$ cat config.mk
export PLATFORM = sky130hd
export DESIGN_NAME = rom_table_loader
export DESIGN_NICKNAME = d
export VERILOG_FILES = /design/src/rtl/rom_loader_pkg.sv /design/src/rtl/rom_byte_packer.sv /design/src/rtl/rom_table_loader.sv
export SDC_FILE = /design/constraint.sdc
export NUM_CORES = 1
export LEC_CHECK = 0
export CORE_UTILIZATION = 31
export DETAILED_ROUTE_END_ITERATION = 10
export PLACE_DENSITY = 0.5
export SKIP_LAST_GASP = 1
export SYNTH_ARGS = -nofsm -noshare
export SYNTH_HDL_FRONTEND = slang
export SYNTH_SLANG_ARGS = --single-unit
$ cat constraint.sdc
create_clock -name clk -period 2.2 [get_ports clk]
set_input_delay 0.22 -clock clk [delete_from_list [all_inputs] [get_ports clk]]
set_output_delay 0.22 -clock clk [all_outputs]
set_load 0.05 [all_outputs]
$ cat src/rtl/rom_loader_pkg.sv
// Shared constants and FSM state type for the CORDIC coefficient table loader.
package rom_loader_pkg;

  localparam int unsigned BYTES  = 6;
  localparam int unsigned DEPTH  = 64;
  localparam int unsigned CSUM_W = 16;

  typedef enum logic [2:0] {
    ST_IDLE  = 3'd0,
    ST_LOAD  = 3'd1,
    ST_WRITE = 3'd2,
    ST_CHK   = 3'd3,
    ST_DONE  = 3'd4
  } state_t;

endpackage

$ cat src/rtl/rom_byte_packer.sv
// MSB-first byte shift register with a byte counter; the first byte shifted
// in ends up in the top byte of the word.
module rom_byte_packer #(
  parameter int unsigned DATA_W = 48,
  parameter int unsigned BYTES  = 6
) (
  input  logic              clk,
  input  logic              rst_n,
  input  logic              clr_i,
  input  logic              shift_i,
  input  logic [7:0]        byte_i,
  output logic [DATA_W-1:0] word_o,
  output logic [2:0]        cnt_o,
  output logic              full_o
);

  logic [DATA_W-1:0] word_q, word_d;
  logic [2:0]        cnt_q, cnt_d;

  always_comb begin
    word_d = word_q;
    cnt_d  = cnt_q;
    if (shift_i) begin
      word_d = {word_q[DATA_W-9:0], byte_i};
      cnt_d  = cnt_q + 3'd1;
    end
    if (clr_i) cnt_d = '0;
  end

  always_ff @(posedge clk or negedge rst_n) begin
    if (!rst_n) begin
      word_q <= '0;
      cnt_q  <= '0;
    end else begin
      word_q <= word_d;
      cnt_q  <= cnt_d;
    end
  end

  assign word_o = word_q;
  assign cnt_o  = cnt_q;
  assign full_o = (cnt_q == 3'(BYTES));

endmodule

$ cat src/rtl/rom_table_loader.sv
// Byte-stream front end for the 64x48 CORDIC coefficient table: packs bytes
// into entries, drives the table write port, then verifies a 16-bit checksum.
module rom_table_loader
  import rom_loader_pkg::*;
#(
  parameter int unsigned DATA_W = 48,
  parameter int unsigned ADDR_W = 6,
  parameter int unsigned DEPTH  = rom_loader_pkg::DEPTH,
  parameter int unsigned BYTES  = rom_loader_pkg::BYTES
) (
  input  logic              clk,
  input  logic              reset,
  input  logic              start,
  input  logic              abort,
  input  logic [7:0]        byte_in,
  input  logic              byte_valid,
  output logic              byte_ready,
  output logic              cen,
  output logic              wen,
  output logic [ADDR_W-1:0] index_wri,
  output logic [DATA_W-1:0] D,
  output logic              busy,
  output logic              done,
  output logic              csum_err
);

  state_t              state_q, state_d;
  logic [ADDR_W-1:0]   addr_q, addr_d;
  logic [CSUM_W-1:0]   acc_q, acc_d;
  logic                can_take, xfer;
  logic                pk_clr, pk_shift;
  logic [DATA_W-1:0]   pk_word;
  logic [2:0]          pk_cnt;
  logic                pk_full;

  // The packer is reused in CHK to collect the two reference bytes: its
  // counter is cleared in WRITE, so word[15:0] holds {ref_hi, ref_lo} in DONE.
  rom_byte_packer #(
    .DATA_W (DATA_W),
    .BYTES  (BYTES)
  ) u_packer (
    .clk     (clk),
    .rst_n   (reset),
    .clr_i   (pk_clr),
    .shift_i (pk_shift),
    .byte_i  (byte_in),
    .word_o  (pk_word),
    .cnt_o   (pk_cnt),
    .full_o  (pk_full)
  );

  // Abort withdraws ready so a same-cycle byte stays with the sender.
  assign can_take   = ((state_q == ST_LOAD) || (state_q == ST_CHK)) && !abort;
  assign xfer       = can_take && byte_valid;
  assign byte_ready = can_take;
  assign index_wri  = addr_q;
  assign D          = pk_word;

  always_comb begin
    state_d  = state_q;
    addr_d   = addr_q;
    acc_d    = acc_q;
    pk_clr   = 1'b0;
    pk_shift = 1'b0;
    cen      = 1'b1;
    wen      = 1'b1;
    busy     = 1'b0;
    done     = 1'b0;
    csum_err = 1'b0;

    case (state_q)
      ST_IDLE, ST_DONE: begin
        if (state_q == ST_DONE) begin
          done     = 1'b1;
          csum_err = (pk_word[CSUM_W-1:0] != acc_q);
        end
        if (start) begin
          state_d = ST_LOAD;
          addr_d  = '0;
          acc_d   = '0;
          pk_clr  = 1'b1;
        end
      end
      ST_LOAD: begin
        busy = 1'b1;
        if (xfer) begin
          pk_shift = 1'b1;
          acc_d    = acc_q + CSUM_W'(byte_in);
          if (pk_cnt == 3'(BYTES - 1)) state_d = ST_WRITE;
        end
      end
      ST_WRITE: begin
        busy   = 1'b1;
        pk_clr = 1'b1;
        if (pk_full) begin
          cen = 1'b0;
          wen = 1'b0;
        end
        if (addr_q == ADDR_W'(DEPTH - 1)) begin
          state_d = ST_CHK;
        end else begin
          addr_d  = addr_q + 1'b1;
          state_d = ST_LOAD;
        end
      end
      ST_CHK: begin
        busy = 1'b1;
        if (xfer) begin
          pk_shift = 1'b1;
          if (pk_cnt == 3'd1) state_d = ST_DONE;
        end
      end
      default: state_d = ST_IDLE;
    endcase

    if (abort) begin
      state_d  = ST_IDLE;
      addr_d   = '0;
      acc_d    = '0;
      pk_clr   = 1'b1;
      pk_shift = 1'b0;
      cen      = 1'b1;
      wen      = 1'b1;
    end
  end

  always_ff @(posedge clk or negedge reset) begin
    if (!reset) begin
      state_q <= ST_IDLE;
      addr_q  <= '0;
      acc_q   <= '0;
    end else begin
      state_q <= state_d;
      addr_q  <= addr_d;
      acc_q   <= acc_d;
    end
  end

endmodule
==> impl_metrics.tcl <==
set metrics [dict create \
    tightest_slew_ns 0.543 \
    hold_violations 0 \
    p_leak_nw 2.48 \
    synthCells 418 \
    io_buffers 72 \
    die_w_um 112 \
    grt_pass1_vias 3098 \
    r2r_end "acc_q[14]$_DFFE_PN0P_" \
    whs_ns 0.372 \
    dp_hpwl_um 7020 \
    grt_max_degree 50 \
    yosys_warnings 0 \
    synth_top_family_by_area "simple AND/OR/NAND/NOR gates" \
    cts-root-buf "clkbuf_16" \
    grt_setup_unrepaired "no" \
    setup_viol 0 \
    die_h_um 112 \
    ys_ff_latch 76 \
    antenna_left 0 \
    yosysSeqAreaShare 0.503 \
    drt_wl_total_um 9620 \
    syn-cell-area_mm2 0.00378 \
    yosys.area_share.xor_xnor 0.0602 \
    fin_util 0.445 \
    cts.sinks 76 \
    grt_overflow 0 \
    timing.rr.start "acc_q[0]$_DFFE_PN0P_" \
    worst-path-buf-inv 1 \
    ios 73 \
    start_util 0.324 \
    antenna_found_initial 0 \
    power_mw 6.62 \
    synth_edf_count 0 \
    max_freq_mhz 474 \
    crit_slowest_cell "nor4_2" \
    status "finished, final reports clean" \
    dieArea_mm2 0.0126 \
    drt_pass1_iterations 5 \
    routedWlPerCell_um 14.6 \
    clkTransAtPathRegs_ns 0.06 \
    layout_common_cells "nand2_1 (154), dfrtp_1 (76), clkdlybuf4s50_1 (65)" \
    slew_violations 0 \
    clock_latency_ns 0.34 \
    path_cells "xnor2_1 > nand4_1 > nor4_2 > nor2_1 > buf_4" \
    rows 39 \
    slew-limit-headroom 0.637 \
    synthFlopType "dfrtp_1" \
    reg2reg_slack_ns 0.10 \
    critPathRequiredTime_ns 1.98 \
    place.gp.congestion 0.777 \
    core_area_mm2 0.0117 \
    drive_gt1_frac 0.117 \
    end_kind "output pin" \
    ir_worst_vdd_uv 421 \
    synthAdderAreaFrac 0.0450 \
    vias 3139 \
    ys_types 50 \
    htreeDepth 3 \
    max_stage_delay_ns 0.47 \
    critPathMaxFanout 5 \
    drt-initial-drc-count 143 \
    fin_skew_ns 0.00511 \
    cts_buffer_depth 2 \
    worstRegToRegCells 8 \
    fin_crit_ns 2.11 \
    syn_area_per_cell_um2 9.05 \
    synth_nets 444 \
    crit_type "flop to output pin" \
    ys_async_sr_fraction 1.00 \
    grt_usage 0.165 \
    crit_family "simple AND/OR/NAND/NOR gates" \
    yosys-mux-area-fraction 0.00529 \
    area_growth_pct 37.2 \
    worstPathArrival_ns 1.89 \
    cts_made_buffers 9 \
    start_kind "flop" \
    hold_class "input pin to async pin" \
    powerDensity_mw_per_mm2 1280 \
    nets 535 \
    yosys.area_share.simple 0.254 \
    final_common_cell "nand2_1" \
    vias_per_cell 4.78 \
    synth_compound_area_frac 0.105 \
    drc 0 \
    cts_tree "done" \
    diodes 0 \
    drv_cap 0 \
    post-route-period-util 0.958 \
    grt_pass1_wl_um 16200 \
]
==> where the power goes <==
| group | switching [mW] | internal [mW] |
|---|---|---|
| clock | 0.603 | 1.06 |
| sequential | 0.390 | 1.76 |
| combinational | 1.85 | 0.957 |
| total | 2.85 | 3.78 |
==> worst max path at each step <==
stage / startpoint / end / slack (ns) / cells after the start
floorplan: state_q[1]$_DFFE_PN0P_ / wen / 0.06 / 5
global placement: byte_in[0] / acc_q[14]$_DFFE_PN0P_ / -0.18 / 9
detailed placement: byte_in[0] / acc_q[14]$_DFFE_PN0P_ / -0.21 / 9
CTS: u_packer.word_o[13]$_DFFE_PN0P_ / csum_err / 0.02 / 5
global route: state_q[1]$_DFFE_PN0P_ / cen / 0.004 / 4
finish: acc_q[13]$_DFFE_PN0P_ / csum_err / 0.09 / 5
==> area by class of cell <==
class                   instances  area (um2)
flip-flops and latches         76        1900
clock buffers                  11         253
repair buffers                 97         956
clock inverters                 5        82.6
multi-input cells             318        1790
inverters                       7        26.3
well taps                     143         179
fillers                      1155        6470
==> routing by layer <==
layer  global-route usage  vias to the layer above  part of all wire
li1                     -                     1573                 -
met1                0.226                     1503              0.51
met2                0.256                       52              0.45
met3               0.0335                       11             0.028
met4               0.0667                        0             0.016
met5                    0                        -                 0
==> synthesized netlist by cell type (2+ instances only) <==
cell type  instances  area [um2]
o21ai_0            5        25.0
nor2b_1            2        12.5
a22o_1             6        52.6
nand2_1          155         582
dfrtp_1           76        1900
o211a_1            2        20.0
nor4_1             2        12.5
xor2_1             4        35.0
ha_1              12         150
clkbuf_1          11        41.3
nor3_1             4        20.0
a21oi_2            3        26.3
mux2i_1            2        20.0
nor2_1            28         105
a21o_1             5        37.5
inv_1              7        26.3
nand4_1            5        31.3
a211oi_1           4        30.0
and3_1             2        12.5
buf_2              4        20.0
a31oi_1            2        12.5
a21oi_1           15        75.1
xnor2_1           22         193
and2_1             2        12.5
nand3_1            5        25.0
nand2b_1           7        43.8
or3_1              3        18.8
==> worst reg2reg max path, stage by stage (launching register included) <==
cell      delay, ns
dfrtp_1        0.39
ha_2           0.19
inv_1          0.05
fa_1           0.37
nand2b_1       0.19
a21oi_2        0.23
o21bai_4       0.11
or3_1          0.35
a21oi_1        0.14
==> per-stage QoR <==
| stage | cell area (um2) | std cells | setup TNS (ns) | setup WS (ns) |
|---|---|---|---|---|
| 5_1_grt | 5190 | 657 | 0 | 0.00434 |
| 6_report | 5190 | 657 | 0 | 0.0913 |
| 3_3_place_gp | 4820 | 639 | -0.582 | -0.180 |
| 2_1_floorplan | 3780 | 418 | 0 | 0.0590 |
| 3_5_place_dp | 4820 | 639 | -0.736 | -0.207 |
| 4_1_cts | 5170 | 656 | 0 | 0.0161 |
==> registers in the layout, indices dropped and copies added (netlist names) <==
signal and count:
acc_q 16, index_wri 6, state_q 3, u_packer.cnt_o 3
u_packer.word_o 48
==> cells by family after synthesis <==
| kind of cell | Yosys count |
|---|---|
| simple gates | 222 |
| flops | 76 |
| compound gates | 55 |
| xor+xnor | 26 |
| buf+inv | 24 |
| fa+ha+maj | 13 |
| mux | 2 |
==> repair_timing <==
action / in CTS / in global routing
hold buffers: 1 / 0
endpoints found under the setup margin: 0 / 2
resized for setup: 0 / 4
endpoints found under the hold margin: 27 / 0
buffers inserted: 0 / 1
Power figures use the tool's default switching activity.
